===== config.mk =====
export PLATFORM = sky130hd
export DESIGN_NAME = trap_controller
export DESIGN_NICKNAME = d
export VERILOG_FILES = /design/src/rtl/trap_controller.sv
export SDC_FILE = /design/constraint.sdc
export NUM_CORES = 1
export LEC_CHECK = 0
export CORE_ASPECT_RATIO = 1.25
export CORE_MARGIN = 8
export CORE_UTILIZATION = 37
export DETAILED_ROUTE_END_ITERATION = 16
export PLACE_DENSITY = 0.82
export SYNTH_ARGS = -nofsm -noshare
export SYNTH_HDL_FRONTEND = slang
export SYNTH_SLANG_ARGS = --single-unit

===== constraint.sdc =====
create_clock -name clk -period 3.9 [get_ports clk]
set_clock_uncertainty 0.2 [all_clocks]
set_input_delay 0.585 -clock clk [delete_from_list [all_inputs] [get_ports clk]]
set_output_delay 0.585 -clock clk [all_outputs]
set_load 0.02 [all_outputs]

===== src/rtl/trap_controller.sv =====
// Machine-mode trap sequencer: accepts an exception, interrupt or mret from
// the core, performs the CSR updates one per cycle, then issues a one-cycle
// PC redirect to the handler (mtvec) or back to the saved mepc.
module trap_controller #(
    parameter logic [31:0] INT_CAUSE = 32'h8000000B,
    parameter logic [1:0]  MPP_M     = 2'b11
) (
    input  logic        clk,
    input  logic        rst,
    input  logic        illegal_inst,
    input  logic        ecall,
    input  logic        load_fault,
    input  logic        store_fault,
    input  logic        mret,
    input  logic        ext_irq,
    input  logic [31:0] pc_cur,
    input  logic [31:0] inst,
    input  logic [31:0] fault_addr,
    input  logic [31:0] mstatus,
    output logic [11:0] csr_raddr,
    input  logic [31:0] csr_rdata,
    output logic [11:0] csr_waddr,
    output logic [31:0] csr_wdata,
    output logic        csr_w,
    output logic [1:0]  csr_wsc_mode,
    output logic        stall,
    output logic        redirect,
    output logic [31:0] redirect_pc
);

    localparam logic [11:0] CSR_MSTATUS = 12'h300;
    localparam logic [11:0] CSR_MTVEC   = 12'h305;
    localparam logic [11:0] CSR_MEPC    = 12'h341;
    localparam logic [11:0] CSR_MCAUSE  = 12'h342;
    localparam logic [11:0] CSR_MTVAL   = 12'h343;
    localparam logic [1:0]  MODE_WRITE  = 2'b01;

    localparam logic [31:0] CAUSE_ILLEGAL = 32'd2;
    localparam logic [31:0] CAUSE_LOAD    = 32'd5;
    localparam logic [31:0] CAUSE_STORE   = 32'd7;
    localparam logic [31:0] CAUSE_ECALL   = 32'd11;

    typedef enum logic [2:0] {
        IDLE     = 3'd0,
        W_MEPC   = 3'd1,
        W_MCAUSE = 3'd2,
        W_MTVAL  = 3'd3,
        W_MSTAT  = 3'd4,
        RET_STAT = 3'd5,
        REDIR    = 3'd6
    } state_t;

    state_t      state_r;
    state_t      next_state_s;
    logic [31:0] epc_r;
    logic [31:0] cause_r;
    logic [31:0] tval_r;
    logic [31:0] tgt_r;

    logic        irq_take_s;
    logic        trap_req_s;
    logic [31:0] take_cause_s;
    logic [31:0] take_tval_s;

    // Trap entry: MPIE <- MIE, MIE <- 0, MPP <- machine.
    function automatic logic [31:0] trap_mstatus(input logic [31:0] ms);
        logic [31:0] r;
        r        = ms;
        r[7]     = ms[3];
        r[3]     = 1'b0;
        r[12:11] = MPP_M;
        return r;
    endfunction

    // Trap return: MIE <- MPIE, MPIE <- 1, MPP <- machine.
    function automatic logic [31:0] ret_mstatus(input logic [31:0] ms);
        logic [31:0] r;
        r        = ms;
        r[3]     = ms[7];
        r[7]     = 1'b1;
        r[12:11] = MPP_M;
        return r;
    endfunction

    // Event priority decode: cause and trap value of the winning request.
    always_comb begin
        irq_take_s   = ext_irq & mstatus[3];
        trap_req_s   = irq_take_s | illegal_inst | ecall | load_fault | store_fault;
        take_cause_s = 32'd0;
        take_tval_s  = 32'd0;
        if (irq_take_s) begin
            take_cause_s = INT_CAUSE;
        end else if (illegal_inst) begin
            take_cause_s = CAUSE_ILLEGAL;
            take_tval_s  = inst;
        end else if (ecall) begin
            take_cause_s = CAUSE_ECALL;
        end else if (load_fault) begin
            take_cause_s = CAUSE_LOAD;
            take_tval_s  = fault_addr;
        end else if (store_fault) begin
            take_cause_s = CAUSE_STORE;
            take_tval_s  = fault_addr;
        end else begin
            take_cause_s = 32'd0;
            take_tval_s  = 32'd0;
        end
    end

    // Next-state logic; events are only looked at while IDLE.
    always_comb begin
        next_state_s = state_r;
        case (state_r)
            IDLE: begin
                if (trap_req_s) begin
                    next_state_s = W_MEPC;
                end else if (mret) begin
                    next_state_s = RET_STAT;
                end else begin
                    next_state_s = IDLE;
                end
            end
            W_MEPC:   next_state_s = W_MCAUSE;
            W_MCAUSE: next_state_s = W_MTVAL;
            W_MTVAL:  next_state_s = W_MSTAT;
            W_MSTAT:  next_state_s = REDIR;
            RET_STAT: next_state_s = REDIR;
            REDIR:    next_state_s = IDLE;
            default:  next_state_s = IDLE;
        endcase
    end

    // State register.
    always_ff @(posedge clk or posedge rst) begin
        if (rst) begin
            state_r <= IDLE;
        end else begin
            state_r <= next_state_s;
        end
    end

    // Trap context capture at accept time and redirect target capture.
    always_ff @(posedge clk or posedge rst) begin
        if (rst) begin
            epc_r   <= 32'd0;
            cause_r <= 32'd0;
            tval_r  <= 32'd0;
            tgt_r   <= 32'd0;
        end else begin
            case (state_r)
                IDLE: begin
                    if (trap_req_s) begin
                        epc_r   <= pc_cur;
                        cause_r <= take_cause_s;
                        tval_r  <= take_tval_s;
                    end
                end
                W_MSTAT:  tgt_r <= {csr_rdata[31:2], 2'b00};
                RET_STAT: tgt_r <= csr_rdata;
                default: begin
                end
            endcase
        end
    end

    // Per-state CSR port, stall and redirect drive; quiet defaults first.
    always_comb begin
        csr_raddr    = CSR_MSTATUS;
        csr_waddr    = 12'h000;
        csr_wdata    = 32'd0;
        csr_w        = 1'b0;
        csr_wsc_mode = MODE_WRITE;
        stall        = 1'b0;
        redirect     = 1'b0;
        redirect_pc  = 32'd0;
        case (state_r)
            IDLE: begin
                // Stall the accepting cycle itself; never while reset is held.
                if (!rst && (trap_req_s || mret)) begin
                    stall = 1'b1;
                end else begin
                    stall = 1'b0;
                end
            end
            W_MEPC: begin
                stall     = 1'b1;
                csr_w     = 1'b1;
                csr_waddr = CSR_MEPC;
                csr_wdata = epc_r;
            end
            W_MCAUSE: begin
                stall     = 1'b1;
                csr_w     = 1'b1;
                csr_waddr = CSR_MCAUSE;
                csr_wdata = cause_r;
            end
            W_MTVAL: begin
                stall     = 1'b1;
                csr_w     = 1'b1;
                csr_waddr = CSR_MTVAL;
                csr_wdata = tval_r;
            end
            W_MSTAT: begin
                stall     = 1'b1;
                csr_w     = 1'b1;
                csr_waddr = CSR_MSTATUS;
                csr_wdata = trap_mstatus(mstatus);
                csr_raddr = CSR_MTVEC;
            end
            RET_STAT: begin
                stall     = 1'b1;
                csr_w     = 1'b1;
                csr_waddr = CSR_MSTATUS;
                csr_wdata = ret_mstatus(mstatus);
                csr_raddr = CSR_MEPC;
            end
            REDIR: begin
                stall       = 1'b1;
                redirect    = 1'b1;
                redirect_pc = tgt_r;
            end
            default: begin
                stall = 1'b0;
            end
        endcase
    end

endmodule


==> flow_metrics.env <==
export IMPL_yosysUniqueCellTypes=35
export IMPL_final_core_utilization=0.570
export IMPL_whs_ps=265
export IMPL_synthTopCellsByArea="sky130_fd_sc_hd__dfrtp_1, sky130_fd_sc_hd__mux2_2, sky130_fd_sc_hd__nand2_1"
export IMPL_growth_of_design_area_from_synthesis_to_finish_pct=50.5
export IMPL_timing_critical_path_from="state_r[2]"
export IMPL_max_slew_headroom=0.327
export IMPL_cp_start_kind="flop"
export IMPL_hp_start="tgt_r[1]"
export IMPL_rsz0062_at_grt="false"
export IMPL_numClockSinks=104
export IMPL_power_after_layout_mw=5.91
export IMPL_postSynth_asyncResetShare=1.00
export IMPL_min_path_type="flop to flop"
export IMPL_yosys_register_bits=104
export IMPL_std_cell_rows=49
export IMPL_largest_fanout_on_the_critical_path=27
export IMPL_cellInternalPower_mw=3.62
export IMPL_grt_start_max_net_pins=56
export IMPL_grt_use_total=0.185
export IMPL_outcome="completed"
export IMPL_synth_commonest_cells="sky130_fd_sc_hd__dfrtp_1, sky130_fd_sc_hd__nand2_1, sky130_fd_sc_hd__mux2_2"
export IMPL_cts_setup_buffers=0
export IMPL_clkLatencyLatePin_ps=350
export IMPL_finalCritPeriodShare=0.904
export IMPL_worst_ir_drop_vdd_mv=0.479
export IMPL_vias_per_cell=5.15
export IMPL_wirelength_mm=17.5
export IMPL_setup_total_negative_slack_ps=0
export IMPL_worst_ep_arrival_time_ps=2740
export IMPL_timing_final_setup_violations=0
export IMPL_post_synth_top_flop="sky130_fd_sc_hd__dfrtp_1"
export IMPL_fmaxAchievable_mhz=284
export IMPL_hold_viol=0
export IMPL_max_cap_violations=0
export IMPL_floorplan_die_area_um2=18900
export IMPL_grt_pass1_wl_mm=28.0
export IMPL_instances_no_fill=917
export IMPL_synth_cell_area_um2=5460
export IMPL_initial_utilization=0.379
export IMPL_cts_clk_slew_worst_paths_ps=70
export IMPL_cts_resized=0
export IMPL_design_portCount=261
export IMPL_share_clk_of_total_power=0.152
export IMPL_die_height_um=152
export IMPL_finalCriticalPeriod_ps=3530
export IMPL_numPlacedInstances=900
export IMPL_initial_antenna_violation_count=1
export IMPL_avgSynthCellArea_um2=10.6
export IMPL_tritoncts="done"
export IMPL_remaining_global_route_overflow=0
export IMPL_post_synth_top_area_cell="sky130_fd_sc_hd__dfrtp_1"
export IMPL_power_net_switching_mw=2.29
export IMPL_syn_instance_count=516
export IMPL_route_detailed_wl_per_inst_um=19.1
export IMPL_final_layout_size_suffix_gt1_frac=0.107
export IMPL_ys_warnings_count=0
export IMPL_netlist_area_leader_share=0.477
export IMPL_remaining_drc_errors=0
export IMPL_drt_first_iter_violations=173
export IMPL_yosysSeqAreaShare=0.477
export IMPL_p_leak_nw=3.44
export IMPL_cts_root_to_sink_buffers=2
export IMPL_leading_cell_type_by_number_of_instances_after_synthesis="sky130_fd_sc_hd__dfrtp_1"
export IMPL_die_width_um=125
export IMPL_synth_edf_count=0
export IMPL_finalNetCount=901
export IMPL_critPathKind="flop to primary output"
export IMPL_power_density_nw_per_um2=720
export IMPL_route_vias_total=4725
export IMPL_power_frac_comb=0.524
export IMPL_postCtsHoldBufs=0
export IMPL_tritoncts_num_buffers=9
export IMPL_hpwl_mm=12.8
export IMPL_clock_tree_root_cell="sky130_fd_sc_hd__clkbuf_16"
export IMPL_drtPass1Iterations=5
export IMPL_tightestPinTransition_ps=1010
export IMPL_ant_nets=0
export IMPL_core_region_area_um2=14400
export IMPL_crit_required_ps=3120
export IMPL_timing_rr_start="state_r[2]"
export IMPL_htreeDepth=3
export IMPL_globalplace_congestion=0.741
export IMPL_grt_pass1_vias=5189
export IMPL_seq_power_share=0.324
export IMPL_setup_worst_path_end_class="primary output"
export IMPL_place_port_buffers=240
export IMPL_switching_share=0.388
export IMPL_timing_final_max_slew_violations=0
## cells by family after synthesis
group	Yosys count	share of synthesized area
and+or+nand+nor	155	0.129
DFF	104	0.477
AOI/OAI and AO/OA	113	0.174
xor gates and xnor gates	1	0.00161
other	2	0.00138
buffers and inverters	70	0.0706
muxes	71	0.146
## stage by stage
stage | instance area [um^2] | setup WS, ps
after floorplan | 5520 | 526
after global placement | 7910 | 711
after detailed placement | 7910 | 692
after CTS | 8210 | 347
after global routing | 8210 | 239
final | 8210 | 374
## power by group through the flow
stage	registers [mW]	clock network [mW]	logic, mW
CTS	1.92	0.932	3.15
detailed placement	1.94	0	3.14
floorplan	1.82	0	2.02
finish	1.92	0.900	3.10
global placement	1.91	0	3.09
global route	1.99	0.977	3.37
## critical path: stages (launching register included)
cell and delay, ps:
sky130_fd_sc_hd__dfrtp_2 550, sky130_fd_sc_hd__nor2b_2 470, sky130_fd_sc_hd__and2_1 190, sky130_fd_sc_hd__buf_4 330
sky130_fd_sc_hd__o2bb2ai_1 180, sky130_fd_sc_hd__clkdlybuf4s50_1 650
## final timing paths
path | end | slack, ps | cells past startpoint
setup / recovery | csr_wdata[17] | 370 | 5
hold / removal | tgt_r[1] | 270 | 2
setup reg to reg | epc_r[30] | 1180 | 5
hold reg to reg | tgt_r[1] | 270 | 2
max in group asynchronous | state_r[2] | 1710 | 4
min in group asynchronous | epc_r[31] | 620 | 3
## area by class of cell
cell class | count | area (um^2)
Fill cell | 1278 | 6200
Sequential cell | 104 | 2610
Antenna cell | 1 | 2.50
Inverter | 5 | 22.5
Multi-Input combinational cell | 358 | 2540
Clock inverter | 2 | 12.5
Timing Repair Buffer | 255 | 2510
Tap cell | 178 | 223
Clock buffer | 14 | 284
## placed cells by master (no fill, tap or decap), drive strengths merged, types with 3 or more instances in the layout
master | Yosys | routed
o2bb2ai | 27 | 27
inv | 5 | 4
buf | 39 | 15
a21oi | 8 | 8
nor2b | 4 | 4
a32o | 33 | 33
o21ai | 10 | 10
nor2 | 6 | 6
and2 | 35 | 35
clkbuf | 26 | 14
nand2 | 101 | 101
nand3 | 3 | 3
conb | 2 | 18
clkdlybuf4s50 | 0 | 240
dfrtp | 104 | 104
a22oi | 28 | 28
mux2 | 69 | 69
## registers in the layout (all words and copies together), names as in the netlist
| signal | count |
|---|---|
| state_r | 3 |
| cause_r | 5 |
| tval_r | 32 |
| epc_r | 32 |
| tgt_r | 32 |
## routing by layer
layer  share of wire  global-route usage  vias up
met4           0.024              0.0700        0
met3           0.092              0.0797       21
met1            0.38               0.199     2290
li1                -                   -     2228
met5               0                   0        -
met2            0.50               0.319      186
Note: power is estimated with default switching activity, not from simulation.
